File: config.mk
export PLATFORM = sky130hd
export DESIGN_NAME = fetch_ctrl_flat
export DESIGN_NICKNAME = d
export VERILOG_FILES = /design/src/rtl/core_pkg.sv /design/src/rtl/fetch_ctrl_if.sv /design/src/rtl/fetch_ctrl_btb.sv /design/src/rtl/fetch_ctrl.sv /design/src/flat_wrapper.sv
export SDC_FILE = /design/constraint.sdc
export NUM_CORES = 1
export LEC_CHECK = 0
export CAP_MARGIN = 20
export CELL_PAD_IN_SITES_DETAIL_PLACEMENT = 1
export CELL_PAD_IN_SITES_GLOBAL_PLACEMENT = 1
export CORE_ASPECT_RATIO = 1.25
export CORE_MARGIN = 4
export CORE_UTILIZATION = 50
export CTS_BUF_LIST = sky130_fd_sc_hd__clkbuf_16
export DETAILED_ROUTE_END_ITERATION = 8
export PLACE_DENSITY_LB_ADDON = 0.1
export SYNTH_ARGS = -nofsm -noshare
export SYNTH_HDL_FRONTEND = slang
export SYNTH_SLANG_ARGS = --single-unit
File: constraint.sdc
create_clock -name clk -period 4.6 [get_ports clk]
set_clock_uncertainty 0.15 [all_clocks]
set_input_delay 0.46 -clock clk [delete_from_list [all_inputs] [get_ports clk]]
set_output_delay 0.46 -clock clk [all_outputs]
set_load 0.005 [all_outputs]
File: src/rtl/core_pkg.sv
// Shared types for the fetch-stage controller: FSM states, 2-bit saturating
// counters and the BTB entry layout.
package core_pkg;

  localparam int XLEN = 16;

  typedef enum logic [1:0] {
    ST_RUN   = 2'd0,
    ST_STALL = 2'd1,
    ST_HALT  = 2'd2
  } fsm_state_e;

  typedef logic [1:0] sat_ctr_t;

  localparam sat_ctr_t SAT_MAX   = 2'b11;
  localparam sat_ctr_t SAT_MIN   = 2'b00;
  localparam sat_ctr_t CTR_ALLOC = 2'b10;

  // Tag is kept at full width; the unused upper bits are always zero.
  typedef struct packed {
    logic            valid;
    logic [XLEN-1:0] tag;
    logic [XLEN-1:0] target;
    sat_ctr_t        ctr;
  } btb_entry_t;

  function automatic sat_ctr_t ctr_next(input sat_ctr_t ctr, input logic taken);
    if (taken) return (ctr == SAT_MAX) ? SAT_MAX : ctr + 2'd1;
    else       return (ctr == SAT_MIN) ? SAT_MIN : ctr - 2'd1;
  endfunction

endpackage

File: src/rtl/fetch_ctrl_if.sv
// Fetch/resolve bus between the pipeline (master) and fetch_ctrl (slave).
interface fetch_ctrl_if;
  import core_pkg::*;

  logic [XLEN-1:0] pc;
  logic            imem_ready;
  logic            hazard_stall;
  logic            halt_req;
  logic            res_valid;
  logic [XLEN-1:0] res_pc;
  logic            res_taken;
  logic [XLEN-1:0] res_target;
  logic            res_pred_taken;
  logic [XLEN-1:0] res_pred_adr;
  logic [XLEN-1:0] res_pcinc;
  logic            jump_pred;
  logic [XLEN-1:0] jump_pred_adr;
  logic            jump_pred_miss;
  logic            jump_pred_adr_miss;
  logic [XLEN-1:0] pcinc_evac;
  logic            en_pc;
  logic            flush;
  logic            halted;
  logic [XLEN-1:0] miss_count;

  modport master (
    output pc, imem_ready, hazard_stall, halt_req, res_valid, res_pc, res_taken,
           res_target, res_pred_taken, res_pred_adr, res_pcinc,
    input  jump_pred, jump_pred_adr, jump_pred_miss, jump_pred_adr_miss,
           pcinc_evac, en_pc, flush, halted, miss_count
  );

  modport slave (
    input  pc, imem_ready, hazard_stall, halt_req, res_valid, res_pc, res_taken,
           res_target, res_pred_taken, res_pred_adr, res_pcinc,
    output jump_pred, jump_pred_adr, jump_pred_miss, jump_pred_adr_miss,
           pcinc_evac, en_pc, flush, halted, miss_count
  );

endinterface

File: src/rtl/fetch_ctrl_btb.sv
// Direct-mapped branch target buffer with 2-bit counters: one combinational
// lookup port for fetch and one training port for resolved branches.
module btb
  import core_pkg::*;
#(
    parameter int BTB_ENTRIES = 16,
    parameter int IDX_W       = $clog2(BTB_ENTRIES)
) (
    input  logic            clk,
    input  logic            reset,
    input  logic [XLEN-1:0] lookup_pc,
    output logic            lookup_hit,
    output logic            lookup_taken,
    output logic [XLEN-1:0] lookup_target,
    input  logic            upd_en,
    input  logic [XLEN-1:0] upd_pc,
    input  logic            upd_taken,
    input  logic [XLEN-1:0] upd_target
);

    btb_entry_t mem [BTB_ENTRIES];

    logic [IDX_W-1:0] lk_idx, up_idx;
    logic [XLEN-1:0]  lk_tag, up_tag;
    logic             up_hit;

    assign lk_idx = lookup_pc[IDX_W-1:0];
    assign up_idx = upd_pc[IDX_W-1:0];
    assign lk_tag = lookup_pc >> IDX_W;
    assign up_tag = upd_pc >> IDX_W;

    // Reads come straight off the registered array, so a same-cycle update is
    // only visible to the lookup from the next cycle on.
    assign lookup_hit    = mem[lk_idx].valid && (mem[lk_idx].tag == lk_tag);
    assign lookup_taken  = lookup_hit && mem[lk_idx].ctr[1];
    assign lookup_target = mem[lk_idx].target;
    assign up_hit        = mem[up_idx].valid && (mem[up_idx].tag == up_tag);

    // NOTE: the array is reset entry by entry because a cold BTB must never
    // predict; a storage array without that requirement would be left unreset.
    always_ff @(posedge clk) begin
        if (reset) begin
            for (int i = 0; i < BTB_ENTRIES; i++) mem[i] <= '0;
        end else if (upd_en) begin
            if (up_hit) begin
                mem[up_idx].ctr <= ctr_next(mem[up_idx].ctr, upd_taken);
                if (upd_taken) mem[up_idx].target <= upd_target;
            end else if (upd_taken) begin
                mem[up_idx] <= '{valid: 1'b1, tag: up_tag, target: upd_target,
                                 ctr: CTR_ALLOC};
            end
        end
    end

endmodule

File: src/rtl/fetch_ctrl.sv
// Fetch-stage controller: run/stall/halt FSM, misprediction decode and
// redirect, pc enable, flush and a saturating misprediction counter.
module fetch_ctrl
  import core_pkg::*;
#(
    parameter int BTB_ENTRIES = 16,
    parameter int IDX_W       = $clog2(BTB_ENTRIES)
) (
    input logic         clk,
    input logic         reset,
    fetch_ctrl_if.slave bus
);

    localparam logic [1:0] RUN   = 2'(ST_RUN);
    localparam logic [1:0] STALL = 2'(ST_STALL);
    localparam logic [1:0] HALT  = 2'(ST_HALT);

    logic [1:0]      state, state_nxt;
    logic            active, pmiss_raw, amiss_raw, any_miss, pmiss, amiss;
    logic            stall_cause, upd_en;
    logic            lk_hit, lk_taken;
    logic [XLEN-1:0] lk_target;

    assign active      = bus.res_valid && (state != HALT);
    assign pmiss_raw   = active && bus.res_pred_taken && !bus.res_taken;
    assign amiss_raw   = active && bus.res_taken &&
                         (!bus.res_pred_taken || (bus.res_pred_adr != bus.res_target));
    assign any_miss    = pmiss_raw || amiss_raw;
    // A halt in MEM outranks the redirect: the wrong path is still flushed
    // but fetch is not redirected and the miss is not reported.
    assign pmiss       = pmiss_raw && !bus.halt_req;
    assign amiss       = amiss_raw && !bus.halt_req;
    assign stall_cause = bus.hazard_stall || !bus.imem_ready;
    assign upd_en      = active && !bus.halt_req;

    btb #(.BTB_ENTRIES(BTB_ENTRIES), .IDX_W(IDX_W)) u_btb (
        .clk          (clk),
        .reset        (reset),
        .lookup_pc    (bus.pc),
        .lookup_hit   (lk_hit),
        .lookup_taken (lk_taken),
        .lookup_target(lk_target),
        .upd_en       (upd_en),
        .upd_pc       (bus.res_pc),
        .upd_taken    (bus.res_taken),
        .upd_target   (bus.res_target)
    );

    // NOTE: every output of this block gets a default first so no path can
    // leave it unassigned and infer a latch.
    always_comb begin
        state_nxt = state;
        bus.en_pc = 1'b0;
        if (state == HALT || bus.halt_req) begin
            state_nxt = HALT;
        end else if (any_miss) begin
            bus.en_pc = 1'b1;
            state_nxt = stall_cause ? STALL : RUN;
        end else begin
            bus.en_pc = (state == RUN) && !stall_cause;
            state_nxt = stall_cause ? STALL : RUN;
        end
    end

    assign bus.jump_pred          = lk_hit && lk_taken && !any_miss && (state != HALT);
    assign bus.jump_pred_adr      = lk_target;
    assign bus.jump_pred_miss     = pmiss;
    assign bus.jump_pred_adr_miss = amiss;
    assign bus.flush              = any_miss;
    assign bus.pcinc_evac         = bus.res_pcinc;
    assign bus.halted             = (state == HALT);

    // NOTE: registers are written with non-blocking assignments so every
    // always_ff samples the pre-edge values regardless of evaluation order.
    always_ff @(posedge clk) begin
        if (reset) begin
            state          <= RUN;
            bus.miss_count <= '0;
        end else begin
            state <= state_nxt;
            if ((pmiss || amiss) && (bus.miss_count != 16'hFFFF))
                bus.miss_count <= bus.miss_count + 16'd1;
        end
    end

endmodule

File: src/flat_wrapper.sv
// flat-port wrapper written by rule: the top's interface ports become plain ports
module fetch_ctrl_flat import core_pkg::*;
#(
    parameter int BTB_ENTRIES = 16,
    parameter int IDX_W       = $clog2(BTB_ENTRIES)
)
  (clk, reset, bus_pc, bus_imem_ready, bus_hazard_stall, bus_halt_req, bus_res_valid, bus_res_pc, bus_res_taken, bus_res_target, bus_res_pred_taken, bus_res_pred_adr, bus_res_pcinc, bus_jump_pred, bus_jump_pred_adr, bus_jump_pred_miss, bus_jump_pred_adr_miss, bus_pcinc_evac, bus_en_pc, bus_flush, bus_halted, bus_miss_count);
  fetch_ctrl_if bus_i ();
  input logic clk;
  input logic reset;
  input wire logic [$bits(bus_i.pc)-1:0] bus_pc;
  input wire logic [$bits(bus_i.imem_ready)-1:0] bus_imem_ready;
  input wire logic [$bits(bus_i.hazard_stall)-1:0] bus_hazard_stall;
  input wire logic [$bits(bus_i.halt_req)-1:0] bus_halt_req;
  input wire logic [$bits(bus_i.res_valid)-1:0] bus_res_valid;
  input wire logic [$bits(bus_i.res_pc)-1:0] bus_res_pc;
  input wire logic [$bits(bus_i.res_taken)-1:0] bus_res_taken;
  input wire logic [$bits(bus_i.res_target)-1:0] bus_res_target;
  input wire logic [$bits(bus_i.res_pred_taken)-1:0] bus_res_pred_taken;
  input wire logic [$bits(bus_i.res_pred_adr)-1:0] bus_res_pred_adr;
  input wire logic [$bits(bus_i.res_pcinc)-1:0] bus_res_pcinc;
  output wire logic [$bits(bus_i.jump_pred)-1:0] bus_jump_pred;
  output wire logic [$bits(bus_i.jump_pred_adr)-1:0] bus_jump_pred_adr;
  output wire logic [$bits(bus_i.jump_pred_miss)-1:0] bus_jump_pred_miss;
  output wire logic [$bits(bus_i.jump_pred_adr_miss)-1:0] bus_jump_pred_adr_miss;
  output wire logic [$bits(bus_i.pcinc_evac)-1:0] bus_pcinc_evac;
  output wire logic [$bits(bus_i.en_pc)-1:0] bus_en_pc;
  output wire logic [$bits(bus_i.flush)-1:0] bus_flush;
  output wire logic [$bits(bus_i.halted)-1:0] bus_halted;
  output wire logic [$bits(bus_i.miss_count)-1:0] bus_miss_count;
  assign bus_i.pc = bus_pc;
  assign bus_i.imem_ready = bus_imem_ready;
  assign bus_i.hazard_stall = bus_hazard_stall;
  assign bus_i.halt_req = bus_halt_req;
  assign bus_i.res_valid = bus_res_valid;
  assign bus_i.res_pc = bus_res_pc;
  assign bus_i.res_taken = bus_res_taken;
  assign bus_i.res_target = bus_res_target;
  assign bus_i.res_pred_taken = bus_res_pred_taken;
  assign bus_i.res_pred_adr = bus_res_pred_adr;
  assign bus_i.res_pcinc = bus_res_pcinc;
  assign bus_jump_pred = bus_i.jump_pred;
  assign bus_jump_pred_adr = bus_i.jump_pred_adr;
  assign bus_jump_pred_miss = bus_i.jump_pred_miss;
  assign bus_jump_pred_adr_miss = bus_i.jump_pred_adr_miss;
  assign bus_pcinc_evac = bus_i.pcinc_evac;
  assign bus_en_pc = bus_i.en_pc;
  assign bus_flush = bus_i.flush;
  assign bus_halted = bus_i.halted;
  assign bus_miss_count = bus_i.miss_count;
  fetch_ctrl #(.BTB_ENTRIES(BTB_ENTRIES), .IDX_W(IDX_W)) u_core (.clk(clk), .reset(reset), .bus(bus_i));
endmodule
* Yosys cells after proc, flatten, opt, wreduce, memory -nomap -nowiden
Memories as Yosys holds them, arrays and structs flattened. Index checks and enable logic that the tools add are counted.
Operators by class: add/sub/neg operators 3, equal/unequal tests 7, mux-type cells 30, bitwise gates (word level) 2, reductions and logical operators 31
Operator list (count):
- equality test 16 x 12 -> 1 bit | 2
- two-way mux 31 bit | 1
- OR reduction 31 bit | 1
- two-way mux 1 bit | 18
- adder 16 x 1 -> 16 bit, second input constant | 1
- logical AND 1 bit | 16
- two-way mux 16 bit | 1
- two-way mux 2 bit | 8
- inequality test 16 bit | 1
- inequality test 16 bit, second input constant | 1
- logical NOT 1 bit | 6
- logical OR 1 bit | 5
- equality test 2 bit, second input constant | 2
- logical NOT 2 bit | 2
- two-way mux 4 bit | 1
- two-way mux 3 bit | 1
- adder 2 x 1 -> 2 bit, second input constant | 1
- inequality test 2 bit, second input constant | 1
- bitwise OR 1 bit | 2
- OR reduction 2 bit | 1
- subtractor 2 x 1 -> 2 bit, second input constant | 1
Storage, ports and cells: bits in registers 18, memory bits (writable) 496, input bits 88, logic and storage cells 77, memories 1
Memory list:
- u_core.u_btb.mem | depth 16, bits a word 31, rd ports 2, clocked after Yosys merged registers in 0, write ports 16, line fetch_ctrl_btb.sv:21 | btb_entry_t mem [BTB_ENTRIES];

* Longest topological paths before layout
Gate-level depths: netlist of run 1. An unclocked memory read counts as a cell.
depth in word-level cells 10, depth in mapped cells 14, depth with buffers taken out 8

* Hierarchy
From an unflattened synthesis of run 1, not the netlist that was laid out.
Unflattened totals: cell total of the unflattened synthesis 1763, area total of the unflattened synthesis 26168.8 sq um
Modules (own cells, without submodules):
- btb | times used 1, cells each 1607, area an instance 24880.1 sq um, sequential area each 14734.1 sq um
- fetch_ctrl | times used 1, cells each 156, area an instance 1288.7 sq um, sequential area each 360.3 sq um

* Least setup slack after synthesis of run 1
OpenSTA, ideal clock, no wires.
path kind input port to output port, start point input bus_pc[0], end point output bus_jump_pred, data arrival time 2.885 ns, slack 1.105 ns, stages 7, path buffers 2, cell sequence clkbuf_1 buf_1 mux4_2 mux4_2 xor2_1 a2111oi_0 and4_1
Between the ends: longest elaborated chain between the ends 7
Ends and longest elaborated chain:
- start, declared | line flat_wrapper.sv:11 | input wire logic [$bits(bus_i.pc)-1:0] bus_pc;
- memory read (16 x 31 bit) (*)
- equality test 16 x 12 -> 1 bit | line fetch_ctrl_btb.sv:34 | assign lookup_hit = mem[lk_idx].valid && (mem[lk_idx].tag == lk_tag);
- logical AND 1 bit | line fetch_ctrl_btb.sv:34
- logical AND 1 bit | line fetch_ctrl_btb.sv:35 | assign lookup_taken = lookup_hit && mem[lk_idx].ctr[1];
- logical AND 1 bit (*) (3 in a row) | line fetch_ctrl.sv:65 | assign bus.jump_pred = lk_hit && lk_taken && !any_miss && (state != HALT);
- end, declared | line flat_wrapper.sv:22 | output wire logic [$bits(bus_i.jump_pred)-1:0] bus_jump_pred;
Mark *: on every way between the ends. The rest lies on a longest branch, timed or not.

* Final worst setup path of run 1
start point input bus_res_target[15], end point output bus_jump_pred
Between the ends: longest elaborated chain between the ends 7
Ends and longest elaborated chain:
- start, declared | line flat_wrapper.sv:18 | input wire logic [$bits(bus_i.res_target)-1:0] bus_res_target;
- inequality test 16 bit | line fetch_ctrl.sv:27 | (!bus.res_pred_taken || (bus.res_pred_adr != bus.res_target));
- logical OR 1 bit | line fetch_ctrl.sv:27
- logical AND 1 bit | line fetch_ctrl.sv:26 | assign amiss_raw = active && bus.res_taken &&
- logical OR 1 bit | line fetch_ctrl.sv:28 | assign any_miss = pmiss_raw || amiss_raw;
- logical NOT 1 bit | line fetch_ctrl.sv:65
- logical AND 1 bit (2 in a row) | line fetch_ctrl.sv:65
Every way passes these cells.

==> impl_summary.log, run 1 <==
INFO  metric p_int = around 8000 uW
INFO  metric timing.final.hold_violations = 0
INFO  metric yosysUniqueCellTypes = around 70
INFO  metric clock.fmax = 220 MHz
INFO  metric layout_commonest_cell = sky130_fd_sc_hd__edfxtp_1
INFO  metric sw_frac_of_total = a little under a quarter
INFO  metric drt-wirelength-per-cell = 30.5 um
INFO  metric rsz0062_at_grt = no
INFO  metric ios = between 100 and 150
INFO  metric finalWorstPathRequiredPeriod = 4550 ps
INFO  metric crit_start = bus_res_target[15]
INFO  metric number_of_global_route_vias_before_repair = ~18000
INFO  metric die_width = about 210 um
INFO  metric crit_path_max_incr_delay = between 600 and 700 ps
INFO  metric drive_above_1_share = between 20% and 30%
INFO  metric antennaDiodeCount = 0
INFO  metric floorplan.rows = 92
INFO  metric total_of_endpoints_with_negative_setup_slack_in_the_final_report = 0
INFO  metric cp_max_fo = 3
INFO  metric post-synth-top-area-fraction = between 50% and 60%
INFO  metric synthArstFlopShare = 0%
INFO  metric seq_area_frac_synth = between 50% and 60%
INFO  metric area_contributors_post_synth = sky130_fd_sc_hd__edfxtp_1, sky130_fd_sc_hd__mux4_2, sky130_fd_sc_hd__and2_1
INFO  metric net_switching = 2530 uW
INFO  metric grt_first_pass_wirelength = around 120 mm
INFO  metric largest_delay_contributor_family_on_the_critical_path = simple AND/OR/NAND/NOR gates
INFO  metric synth.avg_cell_area = ~14 um^2
INFO  metric type_of_destination_of_the_critical_path = output port
INFO  metric drv_slew = 0
INFO  metric holdPathEnd = u_core.bus.miss_count[9]
INFO  metric hold_path_class = in2reg
INFO  metric via_count = around 17000
INFO  metric most-common-layout-cells = sky130_fd_sc_hd__edfxtp_1, sky130_fd_sc_hd__nor2_1, sky130_fd_sc_hd__and2_1, sky130_fd_sc_hd__mux4_2, sky130_fd_sc_hd__buf_4
INFO  metric antenna_violations_before_repair = 0
INFO  metric cts.reportedPaths.clkPinSlew = roughly 60 ps
INFO  metric outcome = finished clean
INFO  metric netlist_instances = 1815
INFO  metric number_of_buffers_inserted_to_repair_setup_after_cts = 0
INFO  metric power_density = approximately 360 nW/um^2
INFO  metric cp_common_cell = sky130_fd_sc_hd__clkdlybuf4s50_1
INFO  metric h_tree_depth_reported_by_cts = 2
INFO  metric route.detailed.drc = 0
INFO  metric number_of_buffers_and_inverters_on_the_critical_path = 3
INFO  metric grt_start_max_net_pins = 65
INFO  metric timing.critical_path.required = roughly 4000 ps
INFO  metric finalWeightedCongestion = just over 0.8
INFO  metric synth.largest_area_cell = sky130_fd_sc_hd__edfxtp_1
INFO  metric floorplan.initialDensity = 50.7%
INFO  metric ant_nets = 0
INFO  metric grt_use_total = between 20% and 30%
INFO  metric hold_path_origin = reset
INFO  metric clock_sink_count = 514
INFO  metric worstMarginPinSlew = approximately 1000 ps
INFO  metric die_height = 262 um
INFO  metric slowest_stage = sky130_fd_sc_hd__or4b_2
INFO  metric power_frac_seq = about half
INFO  metric routed_wl = 80.6 mm
INFO  metric clock_tree.root_cell = sky130_fd_sc_hd__clkbuf_16
INFO  metric arrival = just under 4000 ps
INFO  metric worst_hold_slack = 191 ps
INFO  metric clk_buf_depth = 3
INFO  metric fin_setup_tns = 0 ps
INFO  metric power_frac_clock = between 30 and 40%
INFO  metric max-slew-margin-rel = a little under a third
INFO  metric ys.flop_type = sky130_fd_sc_hd__edfxtp_1
INFO  metric worst_r2r_endpoint = u_core.u_btb.mem[7][18]
INFO  metric detailedRoute.firstPassIterationCount = 5
INFO  metric final_min_period_over_clock_period = 99.0%
INFO  metric postSynthRegisterBits = about 510
INFO  metric cts_tree = built
INFO  metric r2r_slack = about 1200 ps
INFO  metric drc_marker_count_from_the_first_detailed_route_iteration = 1497
INFO  metric clk-insertion-delay-late = approximately 610 ps
INFO  metric grt.overflow.total = 0
INFO  metric mappedNetlistNets = 1904
INFO  metric rr_startpoint = u_core.u_btb.mem[9][21]
INFO  metric vdd_ir_drop_max = 0.301 mV
INFO  metric comb_power_share = a little over a tenth
INFO  metric yosysWarningCount = 0
INFO  metric portBuffers = roughly 110
INFO  metric worst-setup-path-type = in2out
INFO  metric worst_setup_path_start_kind = input port
INFO  metric worst_r2r_path_depth = 9
INFO  metric synth_enable_flop_cells = 480
INFO  metric final_nets = about 2000
INFO  metric floorplan.die_area = 55200 um^2
INFO  metric cts-buffers-inserted = 53
INFO  metric hold_depth = 2
INFO  metric drv_cap = 0
INFO  metric detail_route.vias_per_cell = between 6 and 7
INFO  metric overall_power_of_the_completed_layout = about 11000 uW
INFO  metric coreArea = between 50000 and 60000 um^2
INFO  metric hpwl = 52.1 mm
INFO  metric syn-cell-area = about 26000 um^2
INFO  metric cellLeakagePower = 0.0107 uW
INFO  metric cp_cell_sequence = clkdlybuf4s50_1 -> xor2_1 -> nor4_1 -> and3_1 -> or4b_2 -> and3_2 -> nor4_2 -> buf_4 -> and4_1 -> clkdlybuf4s50_1
INFO  metric area.growth.synth_to_final = 14.7%
cells in the mapped netlist, types with 11 or more instances:
cell type                  number
sky130_fd_sc_hd__buf_2         18
sky130_fd_sc_hd__and2_1       257
sky130_fd_sc_hd__xor2_1        37
sky130_fd_sc_hd__edfxtp_1     480
sky130_fd_sc_hd__mux2_2        13
sky130_fd_sc_hd__nor4_1        13
sky130_fd_sc_hd__buf_1         14
sky130_fd_sc_hd__mux4_2       181
sky130_fd_sc_hd__nand2b_1      11
sky130_fd_sc_hd__mux2i_1       54
sky130_fd_sc_hd__buf_4         32
sky130_fd_sc_hd__clkbuf_1      89
sky130_fd_sc_hd__a21o_1        16
sky130_fd_sc_hd__nand3_1       28
sky130_fd_sc_hd__dfxtp_1       34
sky130_fd_sc_hd__o22ai_1       21
sky130_fd_sc_hd__xnor2_1       22
sky130_fd_sc_hd__inv_1         21
sky130_fd_sc_hd__o21bai_1      16
sky130_fd_sc_hd__nor2_1       258
sky130_fd_sc_hd__nand2_1       53
metrics by stage:
step	cell area (um^2)	cells	utilization, %	setup slack (ps)
after floorplan	25800	1815	-	1100
after global placement	27800	2542	54.9	132
after detailed placement	27800	2542	54.9	41.3
after CTS	29500	2642	58.2	10.7
after global routing	29500	2642	58.2	36.2
final	29500	2642	58.2	47.4
repair_timing:
item,in CTS,in global routing
endpoints found under the setup margin,0,1
hold endpoints to repair,0,0
resized for setup,0,2
hold buffers,0,0
layer usage:
layer | vias up | GRT usage (%) | routed length, um
li1 | 7014 | - | -
met1 | 8674 | 34.7 | 29300
met2 | 637 | 52.9 | 42600
met3 | 200 | 3.94 | 4580
met4 | 0 | 13.3 | 4150
met5 | - | 0 | 0
power by group through the flow:
stage	Combinational (uW)	Clock, uW	Sequential (uW)
finish	1110	4220	5340
global route	1160	4490	5350
CTS	1110	4270	5340
detailed placement	1110	0	5440
global placement	1090	0	5420
floorplan	649	0	5400
flip-flops by register name, summed over array words and instances, names as in the netlist:
register and cells:
u_core.bus.miss_count 16, u_core.state 2, u_core.u_btb.mem 496
worst max path at each step:
stage	to	slack, ps	depth (start not counted)
after floorplan	bus_jump_pred	1100	7
after global placement	bus_jump_pred	130	10
after detailed placement	bus_jump_pred	40	10
after CTS	bus_jump_pred	10	10
after global routing	bus_jump_pred	40	10
final	bus_jump_pred	50	10
cell type report:
cell class / instances / area (um^2)
Sequential cell: 514 / 15100
Tap cell: 658 / 823
Fill cell: 4799 / 21200
Clock inverter: 45 / 312
Inverter: 21 / 78.8
Timing Repair Buffer: 231 / 2070
Clock buffer: 55 / 1380
Multi-Input combinational cell: 1118 / 9790
logic make-up after synthesis:
logic type	synth area share (%)
AO/OA/AOI/OAI	3.35
XOR/XNOR	2.01
adder cells (fa/ha/maj)	0.0874
buffers and inverters	3.48
flip-flops	58.6
multiplexers	18.6
AND/OR/NAND/NOR	13.9
Note: power is estimated with default switching activity, not from simulation.
==> inputs of run 2 (changes only) <==
==> constraint.sdc (replaced) <==
create_clock -name clk -period 5.7 [get_ports clk]
set_clock_uncertainty 0.15 [all_clocks]
set_input_delay 0.57 -clock clk [delete_from_list [all_inputs] [get_ports clk]]
set_output_delay 0.57 -clock clk [all_outputs]
set_load 0.005 [all_outputs]
==> run 2 against run 1 <==
  * First-iteration DRC count shrank 5.9%
  * Non-clock buffer count is 29 lower
  * Clock power shrank 17%
  * Global-route usage rose by 0.66 points
  * Via count shrank 0.54%
  * Sequential cell count unchanged
  * Final area is 0.85% lower
  * Register-to-register slack gained 800 ps
  * Setup slack better by 350 ps
  * Critical endpoint unchanged
  * Highest routed layer unchanged
==> impl_summary.log, run 2 (synthesis results as in run 1) <==
INFO  metric outcome = finished clean
INFO  metric grt_first_pass_wirelength = 119 mm
INFO  metric hold_depth = 2
INFO  metric drv_cap = 0
INFO  metric clk_buf_depth = 3
INFO  metric r2r_slack = between 2000 and 2500 ps
INFO  metric max-slew-margin-rel = ~25%
INFO  metric cp_max_fo = 17
INFO  metric die_height = between 200 and 300 um
INFO  metric drt-wirelength-per-cell = 31.7 um
INFO  metric via_count = between 15000 and 20000
INFO  metric finish.utilization = between 50 and 60%
INFO  metric floorplan.initialDensity = approximately half
INFO  metric rr_startpoint = u_core.state[1]
INFO  metric overall_power_of_the_completed_layout = roughly 8700 uW
INFO  metric vdd_ir_drop_max = between 0.2 and 0.25 mV
INFO  metric portBuffers = around 110
INFO  metric arrival = roughly 4600 ps
INFO  metric hold_path_origin = u_core.u_btb.mem[2][30]
INFO  metric worst_r2r_endpoint = u_core.u_btb.mem[8][28]
INFO  metric nFillCells = just under 5000
INFO  metric stdcell_count = between 2000 and 3000
INFO  metric power_density = 296 nW/um^2
INFO  metric drive_above_1_share = approximately a fifth
INFO  metric ios = approximately 140
INFO  metric area.growth.synth_to_final = 13.7%
INFO  metric rsz0062_at_grt = no
INFO  metric total_of_endpoints_with_negative_setup_slack_in_the_final_report = 0
INFO  metric clk-insertion-delay-late = about 610 ps
INFO  metric finalWeightedCongestion = between 0.8 and 0.9
INFO  metric number_of_buffers_inserted_to_repair_setup_after_cts = 0
INFO  metric worst_setup_path_start_kind = input port
INFO  metric place.detailed.instances = about 2500
INFO  metric worst-setup-path-type = in2out
INFO  metric layout_commonest_cell = sky130_fd_sc_hd__edfxtp_1
INFO  metric grt_use_total = between 20% and 30%
INFO  metric clock_sink_count = slightly above 500
INFO  metric hold_path_class = reg2reg
INFO  metric grt.overflow.total = 0
INFO  metric floorplan.rows = 92
INFO  metric route.detailed.drc = 0
INFO  metric finalWorstPathRequiredPeriod = 5300 ps
INFO  metric grt_start_max_net_pins = between 60 and 70
INFO  metric coreArea = ~51000 um^2
INFO  metric clock_tree.root_cell = sky130_fd_sc_hd__clkbuf_16
INFO  metric type_of_destination_of_the_critical_path = output port
INFO  metric floorplan.die_area = roughly 55000 um^2
INFO  metric detailedRoute.firstPassIterationCount = 5
INFO  metric drc_marker_count_from_the_first_detailed_route_iteration = ~1400
INFO  metric final_nets = 1999
INFO  metric antenna_violations_before_repair = 0
INFO  metric fin_setup_tns = 0 ps
INFO  metric cts_tree = built
INFO  metric hold_buffers = 0
INFO  metric cts-buffers-inserted = 53
INFO  metric h_tree_depth_reported_by_cts = 2
INFO  metric cts-resized-gates = 0
INFO  metric largest_register_ffs = 496
INFO  metric drv_slew = 0
INFO  metric finalWorstSetupSlack = between 300 and 400 ps
INFO  metric cellLeakagePower = between 0.01 and 0.015 uW
INFO  metric timing.critical_path.required = 4980 ps
INFO  metric timing.final.hold_violations = 0
INFO  metric cts.reportedPaths.clkPinSlew = approximately 60 ps
INFO  metric ant_nets = 0
INFO  metric final_min_period_over_clock_period = just over 90%
INFO  metric worst_setup_slack_after_placement = 543 ps
INFO  metric most-common-layout-cells = sky130_fd_sc_hd__edfxtp_1, sky130_fd_sc_hd__nor2_1, sky130_fd_sc_hd__and2_1, sky130_fd_sc_hd__mux4_2, sky130_fd_sc_hd__clkdlybuf4s50_1
INFO  metric die_width = between 200 and 250 um
INFO  metric number_of_global_route_vias_before_repair = between 15000 and 20000
INFO  metric routed_wl = about 83 mm
INFO  metric antennaDiodeCount = 0
INFO  metric layout_top_registers = u_core.u_btb.mem: 496 flops, u_core.bus.miss_count: 16 flops, u_core.state: 2 flops
INFO  metric worstMarginPinSlew = 1120 ps
INFO  metric clock.fmax = approximately 190 MHz
INFO  metric worst_r2r_path_depth = 8
INFO  metric hpwl = between 50 and 60 mm
INFO  metric detail_route.vias_per_cell = 6.30
INFO  metric holdPathEnd = u_core.u_btb.mem[2][30]
INFO  metric largest_register = u_core.u_btb.mem
run 2: changes by cell type in the layout (fill, tap and decap cells not counted):
cell	previous run	this run
sky130_fd_sc_hd__and3_1	2	3
sky130_fd_sc_hd__and3_2	1	0
sky130_fd_sc_hd__buf_12	7	2
sky130_fd_sc_hd__buf_4	116	91
sky130_fd_sc_hd__buf_8	0	1
sky130_fd_sc_hd__bufinv_16	4	6
sky130_fd_sc_hd__clkinv_1	15	11
sky130_fd_sc_hd__clkinvlp_4	5	2
sky130_fd_sc_hd__inv_1	30	32
sky130_fd_sc_hd__nor4_1	12	13
sky130_fd_sc_hd__nor4_2	2	1
run 2: how the worst max path moves through the flow:
stage	to	startpoint	cells past startpoint	slack, ps
floorplan	bus_jump_pred	bus_pc[0]	7	1980
global route	bus_jump_pred	bus_res_target[14]	9	350
finish	bus_jump_pred	bus_res_target[14]	9	400
detailed placement	bus_jump_pred	bus_res_target[14]	9	540
CTS	bus_jump_pred	bus_res_target[14]	9	510
global placement	bus_jump_pred	bus_res_target[14]	9	580
run 2: per-layer routing:
metal | GRT usage [%] | share of wire [%] | wire length (um) | up-vias
met2 | 54.0 | 53 | 43800 | 658
met5 | 0 | 0 | 0 | -
met4 | 12.4 | 4.8 | 3950 | 0
met3 | 5.11 | 6.1 | 5060 | 195
li1 | - | - | - | 6955
met1 | 35.4 | 36 | 29900 | 8627
run 2: power by group:
| part | switching (uW) | leakage (uW) | internal, uW |
|---|---|---|---|
| registers | 58.8 | 0.00514 | 4250 |
| logic | 491 | 0.00454 | 373 |
| clock network | 1480 | 0.000886 | 2010 |
run 2: layout make-up:
type                    count  area, um^2  area share [%]
flip-flops and latches    514       15100            51.5
multi-input cells        1118        9780            33.4
repair buffers            202        1800            6.14
clock buffers              55        1380            4.70
well taps                 658         823            2.81
clock inverters            42         342            1.17
inverters                  21        78.8           0.269
run 2: worst max-delay path, stage by stage:
cell                              delay [ps]
sky130_fd_sc_hd__clkdlybuf4s50_1         650
sky130_fd_sc_hd__xor2_1                  270
sky130_fd_sc_hd__nor4_1                  340
sky130_fd_sc_hd__nand2_1                 160
sky130_fd_sc_hd__or4b_2                  710
sky130_fd_sc_hd__and3_1                  320
sky130_fd_sc_hd__nor4_1                  670
sky130_fd_sc_hd__and4_1                  360
sky130_fd_sc_hd__clkdlybuf4s50_1         520
run 2: through the flow:
step / hold slack, ps / instance area, um^2
finish: 330 / 29300
global route: 362 / 29300
CTS: 327 / 29300
detailed placement: 319 / 27600
global placement: 310 / 27600
floorplan: 300 / 25800
==> inputs of run 3 (changes only) <==
--- a/config.mk
+++ b/config.mk
@@ -13,6 +13,7 @@
 export CORE_UTILIZATION = 50
 export CTS_BUF_LIST = sky130_fd_sc_hd__clkbuf_16
 export DETAILED_ROUTE_END_ITERATION = 8
+export MAX_ROUTING_LAYER = met4
 export PLACE_DENSITY_LB_ADDON = 0.1
 export SYNTH_ARGS = -nofsm -noshare
 export SYNTH_HDL_FRONTEND = slang
==> run 3 against run 2 <==
  * Wire length is 0.29% higher
  * Clock power hardly changed
  * Sequential power hardly changed
  * Setup slack better by 17 ps
  * Largest power group unchanged
  * Critical path depth stayed put
  * Hold slack better by 3.2 ps
  * Register-to-register slack worse by 30 ps
  * Critical path type unchanged
  * Cell count stayed put
  * Fmax is 0.33% higher
  * Via count is 0.43% higher
  * Global-route usage is 0.90 points higher
  * First-iteration DRC count is 13% higher
==> impl_summary.log, run 3 (synthesis results as in run 1) <==
INFO  metric outcome = finished clean
INFO  metric layout_top_registers = u_core.u_btb.mem: 496 flops, u_core.bus.miss_count: 16 flops, u_core.state: 2 flops
INFO  metric final_min_period_over_clock_period = between 90% and 100%
INFO  metric clk_buf_depth = 3
INFO  metric cp_max_fo = 17
INFO  metric drt-wirelength-per-cell = 31.8 um
INFO  metric number_of_global_route_vias_before_repair = between 15000 and 20000
INFO  metric floorplan.rows = 92
INFO  metric max-slew-margin-rel = 24.3%
INFO  metric total_of_endpoints_with_negative_setup_slack_in_the_final_report = 0
INFO  metric worst-setup-path-type = in2out
INFO  metric routed_wl = just over 80 mm
INFO  metric drc_marker_count_from_the_first_detailed_route_iteration = approximately 1600
INFO  metric arrival = 4560 ps
INFO  metric detail_route.vias_per_cell = approximately 6.3
INFO  metric finalWorstPathRequiredPeriod = ~5300 ps
INFO  metric finalWeightedCongestion = 0.841
INFO  metric layout_commonest_cell = sky130_fd_sc_hd__edfxtp_1
INFO  metric cts.reportedPaths.clkPinSlew = about 60 ps
INFO  metric die_height = 262 um
INFO  metric h_tree_depth_reported_by_cts = 2
INFO  metric grt_use_total = a little under a third
INFO  metric most-common-layout-cells = sky130_fd_sc_hd__edfxtp_1, sky130_fd_sc_hd__nor2_1, sky130_fd_sc_hd__and2_1, sky130_fd_sc_hd__mux4_2, sky130_fd_sc_hd__clkdlybuf4s50_1
INFO  metric drv_cap = 0
INFO  metric floorplan.die_area = 55200 um^2
INFO  metric drive_above_1_share = roughly 21%
INFO  metric power_density = about 300 nW/um^2
INFO  metric drv_slew = 0
INFO  metric area.growth.synth_to_final = 13.7%
INFO  metric hold_path_class = reg2reg
INFO  metric route.detailed.drc = 0
INFO  metric rsz0062_at_grt = no
INFO  metric largest_register_ffs = approximately 500
INFO  metric worst_hold_slack = between 300 and 400 ps
INFO  metric via_count = between 15000 and 20000
INFO  metric hold_buffers = 0
INFO  metric worstMarginPinSlew = around 1100 ps
INFO  metric die_width = approximately 210 um
INFO  metric antenna_violations_before_repair = 0
INFO  metric cts_tree = built
INFO  metric timing.critical_path.required = ~5000 ps
INFO  metric hpwl = approximately 52 mm
INFO  metric largest_register = u_core.u_btb.mem
INFO  metric timing.final.hold_violations = 0
INFO  metric portBuffers = ~110
INFO  metric type_of_destination_of_the_critical_path = output port
INFO  metric final_nets = 1999
INFO  metric ios = between 100 and 150
INFO  metric cts-resized-gates = 0
INFO  metric coreArea = 50800 um^2
INFO  metric antennaDiodeCount = 0
INFO  metric detailedRoute.firstPassIterationCount = 5
INFO  metric vdd_ir_drop_max = about 0.22 mV
INFO  metric cellLeakagePower = 0.0106 uW
INFO  metric nFillCells = about 4800
INFO  metric clk-insertion-delay-late = between 600 and 700 ps
INFO  metric number_of_buffers_inserted_to_repair_setup_after_cts = 0
INFO  metric floorplan.initialDensity = 50.7%
INFO  metric clock.fmax = ~190 MHz
INFO  metric overall_power_of_the_completed_layout = between 8000 and 9000 uW
INFO  metric grt.overflow.total = 0
INFO  metric clock_tree.root_cell = sky130_fd_sc_hd__clkbuf_16
INFO  metric grt_first_pass_wirelength = around 120 mm
INFO  metric grt_start_max_net_pins = 64
INFO  metric fin_setup_tns = 0 ps
INFO  metric clock_sink_count = approximately 510
INFO  metric ant_nets = 0
INFO  metric worst_setup_path_start_kind = input port
INFO  metric cts-buffers-inserted = between 50 and 60
run 3: cell counts in the layout (fill, tap and decap cells not counted):
Identical to the previous run, type by type.
run 3: through the flow:
stage | setup WS [ps] | std cells | area, um^2 | utilization, %
floorplan | 1980 | 1815 | 25800 | -
global placement | 583 | 2512 | 27600 | 54.3
detailed placement | 543 | 2512 | 27600 | 54.3
CTS | 512 | 2609 | 29300 | 57.7
global route | 348 | 2610 | 29300 | 57.7
finish | 416 | 2610 | 29300 | 57.7
run 3: layer usage:
metal / vias up / track usage [%] / wire length [um]
met4: 0 / 12.5 / 4050
met2: 646 / 54.0 / 43800
li1: 6961 / - / -
met5: - / - / 0
met3: 212 / 4.96 / 4870
met1: 8686 / 35.5 / 30300
run 3: final timing paths:
check                     startpoint                       to  slack (ps)  cells past startpoint
max               bus_res_target[14]            bus_jump_pred         420                      9
min          u_core.u_btb.mem[6][30]  u_core.u_btb.mem[6][30]         330                      2
max reg2reg          u_core.state[1]  u_core.u_btb.mem[8][29]        2000                      8
min reg2reg  u_core.u_btb.mem[6][30]  u_core.u_btb.mem[6][30]         330                      2
run 3: area by class of cell:
class / instances / area, um^2 / area share (%)
Multi-Input combinational cell: 1118 / 9780 / 33.4
Inverter: 21 / 78.8 / 0.269
Timing Repair Buffer: 202 / 1800 / 6.14
Sequential cell: 514 / 15100 / 51.5
Tap cell: 658 / 823 / 2.81
Clock buffer: 55 / 1380 / 4.70
Clock inverter: 42 / 342 / 1.17
run 3: power breakdown:
group	total [uW]	switching, uW	internal (uW)	leakage (uW)
clock network	3490	1480	2010	0.000886
logic	866	493	373	0.00454
registers	4310	59.0	4250	0.00514
total	8660	2030	6630	0.0106
run 3: worst max-delay path, cell delays in order:
cell and delay (ps):
sky130_fd_sc_hd__clkdlybuf4s50_1 660, sky130_fd_sc_hd__xor2_1 270, sky130_fd_sc_hd__nor4_1 340, sky130_fd_sc_hd__nand2_1 150, sky130_fd_sc_hd__or4b_2 710, sky130_fd_sc_hd__and3_1 320, sky130_fd_sc_hd__nor4_1 660, sky130_fd_sc_hd__and4_1 360
sky130_fd_sc_hd__clkdlybuf4s50_1 520
